<file path="src/rtl/uart_pkg.sv">
// Shared definitions for the UART image loader: FSM state encoding and default sizing.
package uart_pkg;

   localparam int DEF_CLKS_PER_BIT = 434;
   localparam int DEF_IMG_BYTES    = 65536;

   typedef logic [2:0] state_t;

   localparam state_t S_IDLE       = 3'd0;
   localparam state_t S_WAIT_START = 3'd1;
   localparam state_t S_START      = 3'd2;
   localparam state_t S_DATA       = 3'd3;
   localparam state_t S_STOP       = 3'd4;
   localparam state_t S_WRITE      = 3'd5;
   localparam state_t S_DONE       = 3'd6;

endpackage

</file>
<file path="src/rtl/uart_rx_core.sv">
// Bit-level UART receiver: rx synchronizer, bit timer and START/DATA/STOP sequencing.
// byte_valid_o / stop_err_o are single-cycle strobes coincident with the stop-bit sample.
module uart_rx_core
   import uart_pkg::*;
#(
   parameter int CLKS_PER_BIT = DEF_CLKS_PER_BIT
) (
   input  logic       clock,
   input  logic       rst_n,
   input  logic       en_i,
   input  logic       rx_i,
   output logic [7:0] byte_o,
   output logic       byte_valid_o,
   output logic       stop_err_o
);

   localparam int TW = (CLKS_PER_BIT > 1) ? $clog2(CLKS_PER_BIT) : 1;
   localparam logic [TW-1:0] T_HALF = TW'(CLKS_PER_BIT / 2 - 1);
   localparam logic [TW-1:0] T_FULL = TW'(CLKS_PER_BIT - 1);

   logic          rx_s1_q, rx_s2_q;
   state_t        state_q, state_d;
   logic [TW-1:0] timer_q, timer_d;
   logic [2:0]    bit_cnt_q, bit_cnt_d;
   logic [7:0]    shift_q, shift_d;

   always_ff @(posedge clock or negedge rst_n) begin
      if (!rst_n) begin
         rx_s1_q   <= 1'b1;
         rx_s2_q   <= 1'b1;
         state_q   <= S_IDLE;
         timer_q   <= '0;
         bit_cnt_q <= '0;
         shift_q   <= '0;
      end else begin
         rx_s1_q   <= rx_i;
         rx_s2_q   <= rx_s1_q;
         state_q   <= state_d;
         timer_q   <= timer_d;
         bit_cnt_q <= bit_cnt_d;
         shift_q   <= shift_d;
      end
   end

   always_comb begin
      state_d      = state_q;
      timer_d      = timer_q;
      bit_cnt_d    = bit_cnt_q;
      shift_d      = shift_q;
      byte_valid_o = 1'b0;
      stop_err_o   = 1'b0;
      if (!en_i) begin
         state_d   = S_IDLE;
         timer_d   = '0;
         bit_cnt_d = '0;
      end else begin
         case (state_q)
            S_IDLE, S_WAIT_START: begin
               state_d = S_WAIT_START;
               if (!rx_s2_q) begin
                  state_d = S_START;
                  timer_d = '0;
               end
            end
            S_START: begin
               // Mid-start-bit recheck rejects glitches shorter than half a bit.
               if (timer_q == T_HALF) begin
                  timer_d   = '0;
                  bit_cnt_d = '0;
                  state_d   = rx_s2_q ? S_WAIT_START : S_DATA;
               end else begin
                  timer_d = timer_q + TW'(1);
               end
            end
            S_DATA: begin
               if (timer_q == T_FULL) begin
                  timer_d = '0;
                  shift_d = {rx_s2_q, shift_q[7:1]};
                  if (bit_cnt_q == 3'd7) state_d = S_STOP;
                  else bit_cnt_d = bit_cnt_q + 3'd1;
               end else begin
                  timer_d = timer_q + TW'(1);
               end
            end
            S_STOP: begin
               if (timer_q == T_FULL) begin
                  timer_d      = '0;
                  state_d      = S_WAIT_START;
                  byte_valid_o = rx_s2_q;
                  stop_err_o   = !rx_s2_q;
               end else begin
                  timer_d = timer_q + TW'(1);
               end
            end
            default: begin
               state_d = S_IDLE;
               timer_d = '0;
            end
         endcase
      end
   end

   assign byte_o = shift_q;

endmodule

</file>
<file path="src/rtl/uart_rx_loader.sv">
// Loads IMG_BYTES bytes received over UART into data memory at consecutive addresses.
// The receive core runs only while this FSM sits in WAIT_START; it owns START/DATA/STOP.
module uart_rx_loader
   import uart_pkg::*;
#(
   parameter int CLKS_PER_BIT = DEF_CLKS_PER_BIT,
   parameter int IMG_BYTES    = DEF_IMG_BYTES,
   parameter int ADDR_W       = 20
) (
   input  logic              clock,
   input  logic              rst_n,
   input  logic              start_load,
   input  logic              rx,
   output logic [ADDR_W-1:0] dm_addr,
   output logic [7:0]        dm_data,
   output logic              dm_wr,
   output logic              busy,
   output logic              load_done,
   output logic              frame_err
);

   localparam logic [ADDR_W-1:0] LAST_ADDR = ADDR_W'(IMG_BYTES - 1);

   state_t            state_q, state_d;
   logic [ADDR_W-1:0] addr_q, addr_d;
   logic [ADDR_W-1:0] dm_addr_q, dm_addr_d;
   logic [7:0]        dm_data_q, dm_data_d;
   logic              ferr_q, ferr_d;

   logic [7:0] rx_byte;
   logic       rx_valid, rx_stop_err;

   uart_rx_core #(
      .CLKS_PER_BIT(CLKS_PER_BIT)
   ) u_core (
      .clock       (clock),
      .rst_n       (rst_n),
      .en_i        (state_q == S_WAIT_START),
      .rx_i        (rx),
      .byte_o      (rx_byte),
      .byte_valid_o(rx_valid),
      .stop_err_o  (rx_stop_err)
   );

   always_ff @(posedge clock or negedge rst_n) begin
      if (!rst_n) begin
         state_q   <= S_IDLE;
         addr_q    <= '0;
         dm_addr_q <= '0;
         dm_data_q <= '0;
         ferr_q    <= 1'b0;
      end else begin
         state_q   <= state_d;
         addr_q    <= addr_d;
         dm_addr_q <= dm_addr_d;
         dm_data_q <= dm_data_d;
         ferr_q    <= ferr_d;
      end
   end

   always_comb begin
      state_d   = state_q;
      addr_d    = addr_q;
      dm_addr_d = dm_addr_q;
      dm_data_d = dm_data_q;
      ferr_d    = ferr_q;
      case (state_q)
         S_IDLE, S_DONE: begin
            if (start_load) begin
               state_d = S_WAIT_START;
               addr_d  = '0;
               ferr_d  = 1'b0;
            end
         end
         S_WAIT_START: begin
            // Write port is registered here so addr/data are stable for the whole WRITE cycle.
            if (rx_valid) begin
               state_d   = S_WRITE;
               dm_addr_d = addr_q;
               dm_data_d = rx_byte;
            end
            if (rx_stop_err) ferr_d = 1'b1;
         end
         S_WRITE: begin
            // Stop at the last address rather than incrementing, so a full 2^ADDR_W image never wraps.
            if (addr_q == LAST_ADDR) begin
               state_d = S_DONE;
            end else begin
               addr_d  = addr_q + ADDR_W'(1);
               state_d = S_WAIT_START;
            end
         end
         default: state_d = S_IDLE;
      endcase
   end

   assign dm_addr   = dm_addr_q;
   assign dm_data   = dm_data_q;
   assign dm_wr     = (state_q == S_WRITE);
   assign busy      = (state_q != S_IDLE) && (state_q != S_DONE);
   assign load_done = (state_q == S_DONE);
   assign frame_err = ferr_q;

endmodule

</file>
<file path="config.mk">
export PLATFORM = sky130hd
export DESIGN_NAME = uart_rx_loader
export DESIGN_NICKNAME = d
export VERILOG_FILES = /design/src/rtl/uart_pkg.sv /design/src/rtl/uart_rx_core.sv /design/src/rtl/uart_rx_loader.sv
export SDC_FILE = /design/constraint.sdc
export NUM_CORES = 1
export LEC_CHECK = 0
export CAP_MARGIN = 40
export CELL_PAD_IN_SITES_DETAIL_PLACEMENT = 1
export CELL_PAD_IN_SITES_GLOBAL_PLACEMENT = 1
export CORE_MARGIN = 8
export CORE_UTILIZATION = 41
export DETAILED_ROUTE_END_ITERATION = 8
export GPL_ROUTABILITY_DRIVEN = 1
export PLACE_DENSITY = 0.77
export SYNTH_ARGS = -nofsm -noshare
export SYNTH_HDL_FRONTEND = slang
export SYNTH_SLANG_ARGS = --single-unit
</file>
<file path="constraint.sdc">
create_clock -name clock -period 1.9 [get_ports clock]
set_clock_uncertainty 0.1 [all_clocks]
set_input_delay 0.285 -clock clock [delete_from_list [all_inputs] [get_ports clock]]
set_output_delay 0.285 -clock clock [all_outputs]
set_load 0.01 [all_outputs]
</file>
==> out/qor.csv, run 1 <==
metric,value,unit
status,"complete, but fails checks",
violations,setup timing,
drive_gt1_share,40.6,%
min_path_type,input pin to flip-flop,
max_freq,0.443,GHz
hold_violations,0,
setup_viol,54,
async_flop_share,100,%
met2_usage,35.4,%
power.density,922,mW/mm2
fin_crit,2.26,ns
ios,36,
grt_antenna_before_repair,0,
drt_pre_antenna_iters,5,
ys_ff_latch,77,
netlist_area,0.00379,mm2
fin_util,60.2,%
vias_per_cell,6.01,
avgSynthCellArea,10.9,um2
cp.arrival,2.40,ns
place_congestion,0.821,
cts.root.buffer_cell,clkbuf_8,
grt_max_degree,35,
grtUsageMet3,3.86,%
holdWs,0.258,ns
period_share,119,%
first_iter_violations,181,
max-vdd-ir-drop,0.654,mV
seqPwrFrac,36.0,%
use_met1,21.2,%
power.share.clock,36.0,%
internal_power,3500,uW
maxSlewHeadroom,68.5,%
cts_sinks,77,
detail-route-antenna-nets,0,
n_antenna_cell,0,
routedWlPerCell,24.5,um
track_usage,19.4,%
clockBufferDepth,2,
hpwl,7470,um
p_comb_share,28.0,%
synthFlopType,dfrtp_1,
cts_buffers,9,
cp_top_family,simple AND/OR/NAND/NOR gates,
htree_levels,3,
die_h,112,um
die_w,112,um
worst-path-max-fanout,4,
final_common_cell,dfrtp_1,
p_leak,0.00254,uW
cts.reportedPaths.clkPinSlew,0.09,ns
vias,3489,
busiest_layer,met2,
dieArea,0.0126,mm2
critPathKind,flip-flop to flip-flop,
rsz0062_at_grt,true,
yosysTopAreaCellShare,49.6,%
drv_cap,0,
synth_cells,346,
cts_tree,built,
required,2.04,ns
initial_core_util,41.6,%
most-common-layout-cells,"dfrtp_1, buf_4, clkdlybuf4s50_1, mux2_2, nand2_1",
synth_edf_count,0,
worst_slack,-0.357,ns
ys_seq_area_share,50.9,%
crit_path_end_kind,flip-flop,
cp_slowest_cell,or4b_4,
worstPathCellList,inv_2 > ha_4 > or4b_4 > o211ai_4 > buf_6 > nand2_4 > and3_4 > a211o_1,
yosysTopAreaCell,dfrtp_1,
fp-row-count,35,
grt_pass1_vias,3732,
grt_first_pass_wirelength,19600,um
worstSkewPairLatency,0.37,ns
tightest_slew,0.466,ns
p_sw_share,30.8,%
slowest_delay,0.49,ns
nets,475,
port_buffers,35,
core_area,0.00911,mm2
drv_slew,0,
syn_nets,356,
start_kind,flip-flop,
drc,0,
yosys-top-cells-area,"dfrtp_1, mux2_2, nand2_1, nand3_1, o21ai_0",
yosysWarnings,0,
grt_overflow_total,0,
area_growth,44.8,%
path_buf_inv,2,
wirelength,14200,um
switchingPower,1560,uW
synth.distinct_cells,58,
[logic make-up (layout without fill, tap and decap cells)]
group	count (synthesis)	in the layout	synth area share, %
AOI/OAI and AO/OA	75	75	13.5
DFF	77	77	50.9
muxes	39	39	11.5
xor gates and xnor gates	2	2	0.463
buffers and inverters	23	146	3.27
and+or+nand+nor	124	125	18.3
adders and majority gates	6	6	1.98
[per-layer routing]
metal	part of all wire (%)	vias up
met1	39	1816
met2	53	107
met5	0	-
met4	3.8	0
li1	-	1526
met3	4.4	40
[area by class of cell]
class	count	area, um2
multi-input cells	247	1950
well taps	111	139
repair buffers	121	1140
clock buffers	10	128
clock inverters	6	159
flip-flops and latches	77	1930
fillers	942	3630
inverters	9	33.8
[power groups by stage]
stage	registers [uW]	clock network, uW	logic [uW]
after floorplan	1840	0	471
after global placement	1830	0	786
after detailed placement	1830	0	843
after CTS	1800	1820	996
after global routing	1830	1890	1480
final	1820	1820	1420
[final timing paths]
kind,start,to,slack [ns],depth (start not counted)
min in group asynchronous,rst_n,u_core.bit_cnt_q[0],0.28,2
max in group asynchronous,rst_n,state_q[1],0.81,3
setup / recovery,u_core.timer_q[0],u_core.timer_q[6],-0.36,8
hold / removal,rx,u_core.rx_s1_q,0.26,1
hold reg to reg,u_core.rx_s1_q,u_core.rx_s2_q,0.28,0
setup reg to reg,u_core.timer_q[0],u_core.timer_q[6],-0.36,8
[state kept, by name (all words and copies together) (netlist names)]
| register | flops |
|---|---|
| addr_q | 20 |
| dm_addr | 20 |
| u_core.timer_q | 9 |
| dm_data | 8 |
| u_core.byte_o | 8 |
| state_q | 3 |
| u_core.bit_cnt_q | 3 |
| u_core.state_q | 3 |
| frame_err | 1 |
| u_core.rx_s1_q | 1 |
| u_core.rx_s2_q | 1 |
[cell usage after synthesis, types with 6 or more instances]
library cell,n
dfrtp_1,75
mux2_2,36
nand2_1,28
nand3_1,21
o21ai_0,21
nor2_1,20
a21oi_1,10
nor3_1,10
inv_1,9
a31oi_1,6
buf_2,6
ha_1,6
nand4_1,6
[through the flow]
stage	std cells	total power [uW]	setup TNS (ns)	instance area [um2]	setup WS (ns)
after floorplan	346	2310	-0.845	3810	-0.111
after global placement	540	2610	-3.48	4710	-0.124
after detailed placement	540	2680	-7.75	4710	-0.210
after CTS	566	4620	-4.02	5160	-0.162
after global routing	581	5200	-12.41	5480	-0.384
final	581	5050	-10.06	5480	-0.357
[repair_timing]
action / in CTS / in global routing
setup endpoints to repair: 70 / 59
hold endpoints to repair: 24 / 0
hold buffers: 1 / 0
setup buffers: 8 / 13
resized for setup: 34 / 47
pin swaps: 4 / 13
cloned: 1 / 3
Note: power is estimated with default switching activity, not from simulation.
==> run 2, diff against run 1 <==
==> constraint.sdc (replaced) <==
create_clock -name clock -period 1.9 [get_ports clock]
set_clock_uncertainty 0.1 [all_clocks]
set_input_delay 0.19 -clock clock [delete_from_list [all_inputs] [get_ports clock]]
set_output_delay 0.19 -clock clock [all_outputs]
set_load 0.01 [all_outputs]
==> out/qor.csv, run 2 (synthesized netlist as in run 1, its figures left out) <==
metric,value,unit,change
status,"complete, but fails checks",,
violations,setup timing,,
grt_overflow_total,0,,unchanged
first_iter_violations,97,,-46%
grt_max_degree,33,,-5.7%
power.density,831,mW/mm2,-9.9%
nets,475,,unchanged
n_antenna_cell,0,,unchanged
track_usage,20.0,%,+0.51 points
final_common_cell,dfrtp_1,,
routedWlPerCell,21.7,um,-12%
hpwl,7570,um,+1.3%
drc,0,,unchanged
place_congestion,0.869,,+5.8%
fin_crit,2.12,ns,-0.134 ns
hold_violations,0,,unchanged
dieArea,0.0126,mm2,unchanged
min_path_type,input pin to flip-flop,,
die_h,112,um,unchanged
min_path_cells,1,,unchanged
grt_first_pass_wirelength,19900,um,+1.7%
die_w,112,um,unchanged
period_share,112,%,-7.1 points
cts_sinks,77,,unchanged
cts.root.buffer_cell,clkbuf_8,,
worstHoldStart,rx,,
port_buffers,35,,unchanged
clockBufferDepth,2,,unchanged
r2r_start,u_core.timer_q[0],,
max_freq,0.471,GHz,+6.3%
cts.reportedPaths.clkPinSlew,0.09,ns,about the same
ios,36,,unchanged
start_kind,flip-flop,,
cts_buffers,9,,unchanged
area_growth,43.3,%,
most-common-layout-cells,"dfrtp_1, buf_4, clkdlybuf4s50_1, mux2_2, nand2_1",,
rsz0062_at_grt,true,,
cp.arrival,2.28,ns,-0.12 ns
p_leak,0.00254,uW,+0.32%
r2r_end,u_core.timer_q[6],,
grt_pass1_vias,3691,,-1.1%
setup_viol,47,,-13%
initial_core_util,41.6,%,unchanged
drive_gt1_share,40.0,%,-0.64 points
holdWs,0.152,ns,-0.106 ns
detail-route-antenna-nets,0,,unchanged
drt_pre_antenna_iters,4,,-1
reg2reg_depth,8,,unchanged
core_area,0.00911,mm2,unchanged
required,2.06,ns,+0.02 ns
tns,-6.85,ns,+3.21 ns
tightest_slew,0.456,ns,-0.00973 ns
vias,3313,,-5.0%
reg2reg_slack,-0.22,ns,+0.13 ns
worstSkewPairLatency,0.37,ns,about the same
worst_slack,-0.223,ns,+0.134 ns
cts_tree,built,,
worst-path-max-fanout,5,,+1
drv_slew,0,,unchanged
dpl.cell_count,546,,+1.1%
crit_path_end_kind,flip-flop,,
htree_levels,3,,unchanged
grt_antenna_before_repair,0,,unchanged
drv_cap,0,,unchanged
wirelength,12600,um,-12%
maxSlewHeadroom,69.6,%,+1.0 points
max-vdd-ir-drop,0.414,mV,-37%
fp-row-count,35,,unchanged
layoutNonFillerInstCount,581,,unchanged
vias_per_cell,5.70,,-5.0%
worstHoldEndpoint,u_core.rx_s1_q,,
critPathKind,flip-flop to flip-flop,,
==> run 2: critical path, cell delays in order, from the launching register on <==
cell      delay [ns]
dfrtp_1         0.42
inv_2           0.09
ha_4            0.12
or4b_4          0.47
o211ai_4        0.23
buf_6           0.14
nand2_8         0.06
and3_4          0.16
a211o_1         0.22
==> run 2: layout make-up <==
type                       count  area (um2)
multi-input combinational    247        1980
inverter                       9        33.8
sequential                    77        1930
fill                         982        3680
tap                          111         139
timing repair buffer         121        1130
clock buffer                   9         124
clock inverter                 7        80.1
==> run 2: worst max path at each step <==
stage	from	to	cells past startpoint
floorplan	u_core.timer_q[0]	u_core.timer_q[6]	8
CTS	u_core.timer_q[0]	u_core.timer_q[6]	8
finish	u_core.timer_q[0]	u_core.timer_q[6]	8
global route	u_core.timer_q[0]	u_core.timer_q[6]	8
global placement	u_core.timer_q[1]	u_core.timer_q[5]	7
detailed placement	u_core.timer_q[1]	u_core.timer_q[6]	7
==> run 2: per-stage QoR <==
| stage | setup WS [ns] | instance area (um2) | total power [uW] | utilization (%) |
|---|---|---|---|---|
| final | -0.223 | 5430 | 4510 | 59.6 |
| after floorplan | -0.111 | 3810 | 2310 | - |
| after detailed placement | -0.206 | 4740 | 2690 | 52.0 |
| after global placement | -0.119 | 4740 | 2630 | 52.0 |
| after global routing | -0.290 | 5430 | 4690 | 59.6 |
| after CTS | -0.175 | 5190 | 4130 | 57.0 |
==> run 2: power breakdown <==
group	internal (uW)	switching [uW]	total (uW)
clock	628	722	1350
sequential	1720	118	1830
combinational	615	708	1320
==> run 2: timing repair <==
action	4_1_cts	5_1_grt
endpoints found under the setup margin	58	64
hold endpoints to repair	28	0
pin swaps	6	13
gates resized for setup	41	43
setup buffers	8	6
cloned	3	1
hold buffers	1	0
==> run 2: layer usage <==
metal	up-vias	part of all wire, %	GRT usage [%]
met1	1697	40	22.4
met4	0	2.5	8.36
met3	24	4.4	4.99
li1	1522	-	-
met2	70	53	35.3
met5	-	0	0
==> run 3, diff against run 2 <==
Settings changed: SLEW_MARGIN from default to 20.
==> results of run 3 <==
Final layout, timing and power as in run 2 (identical DEF).
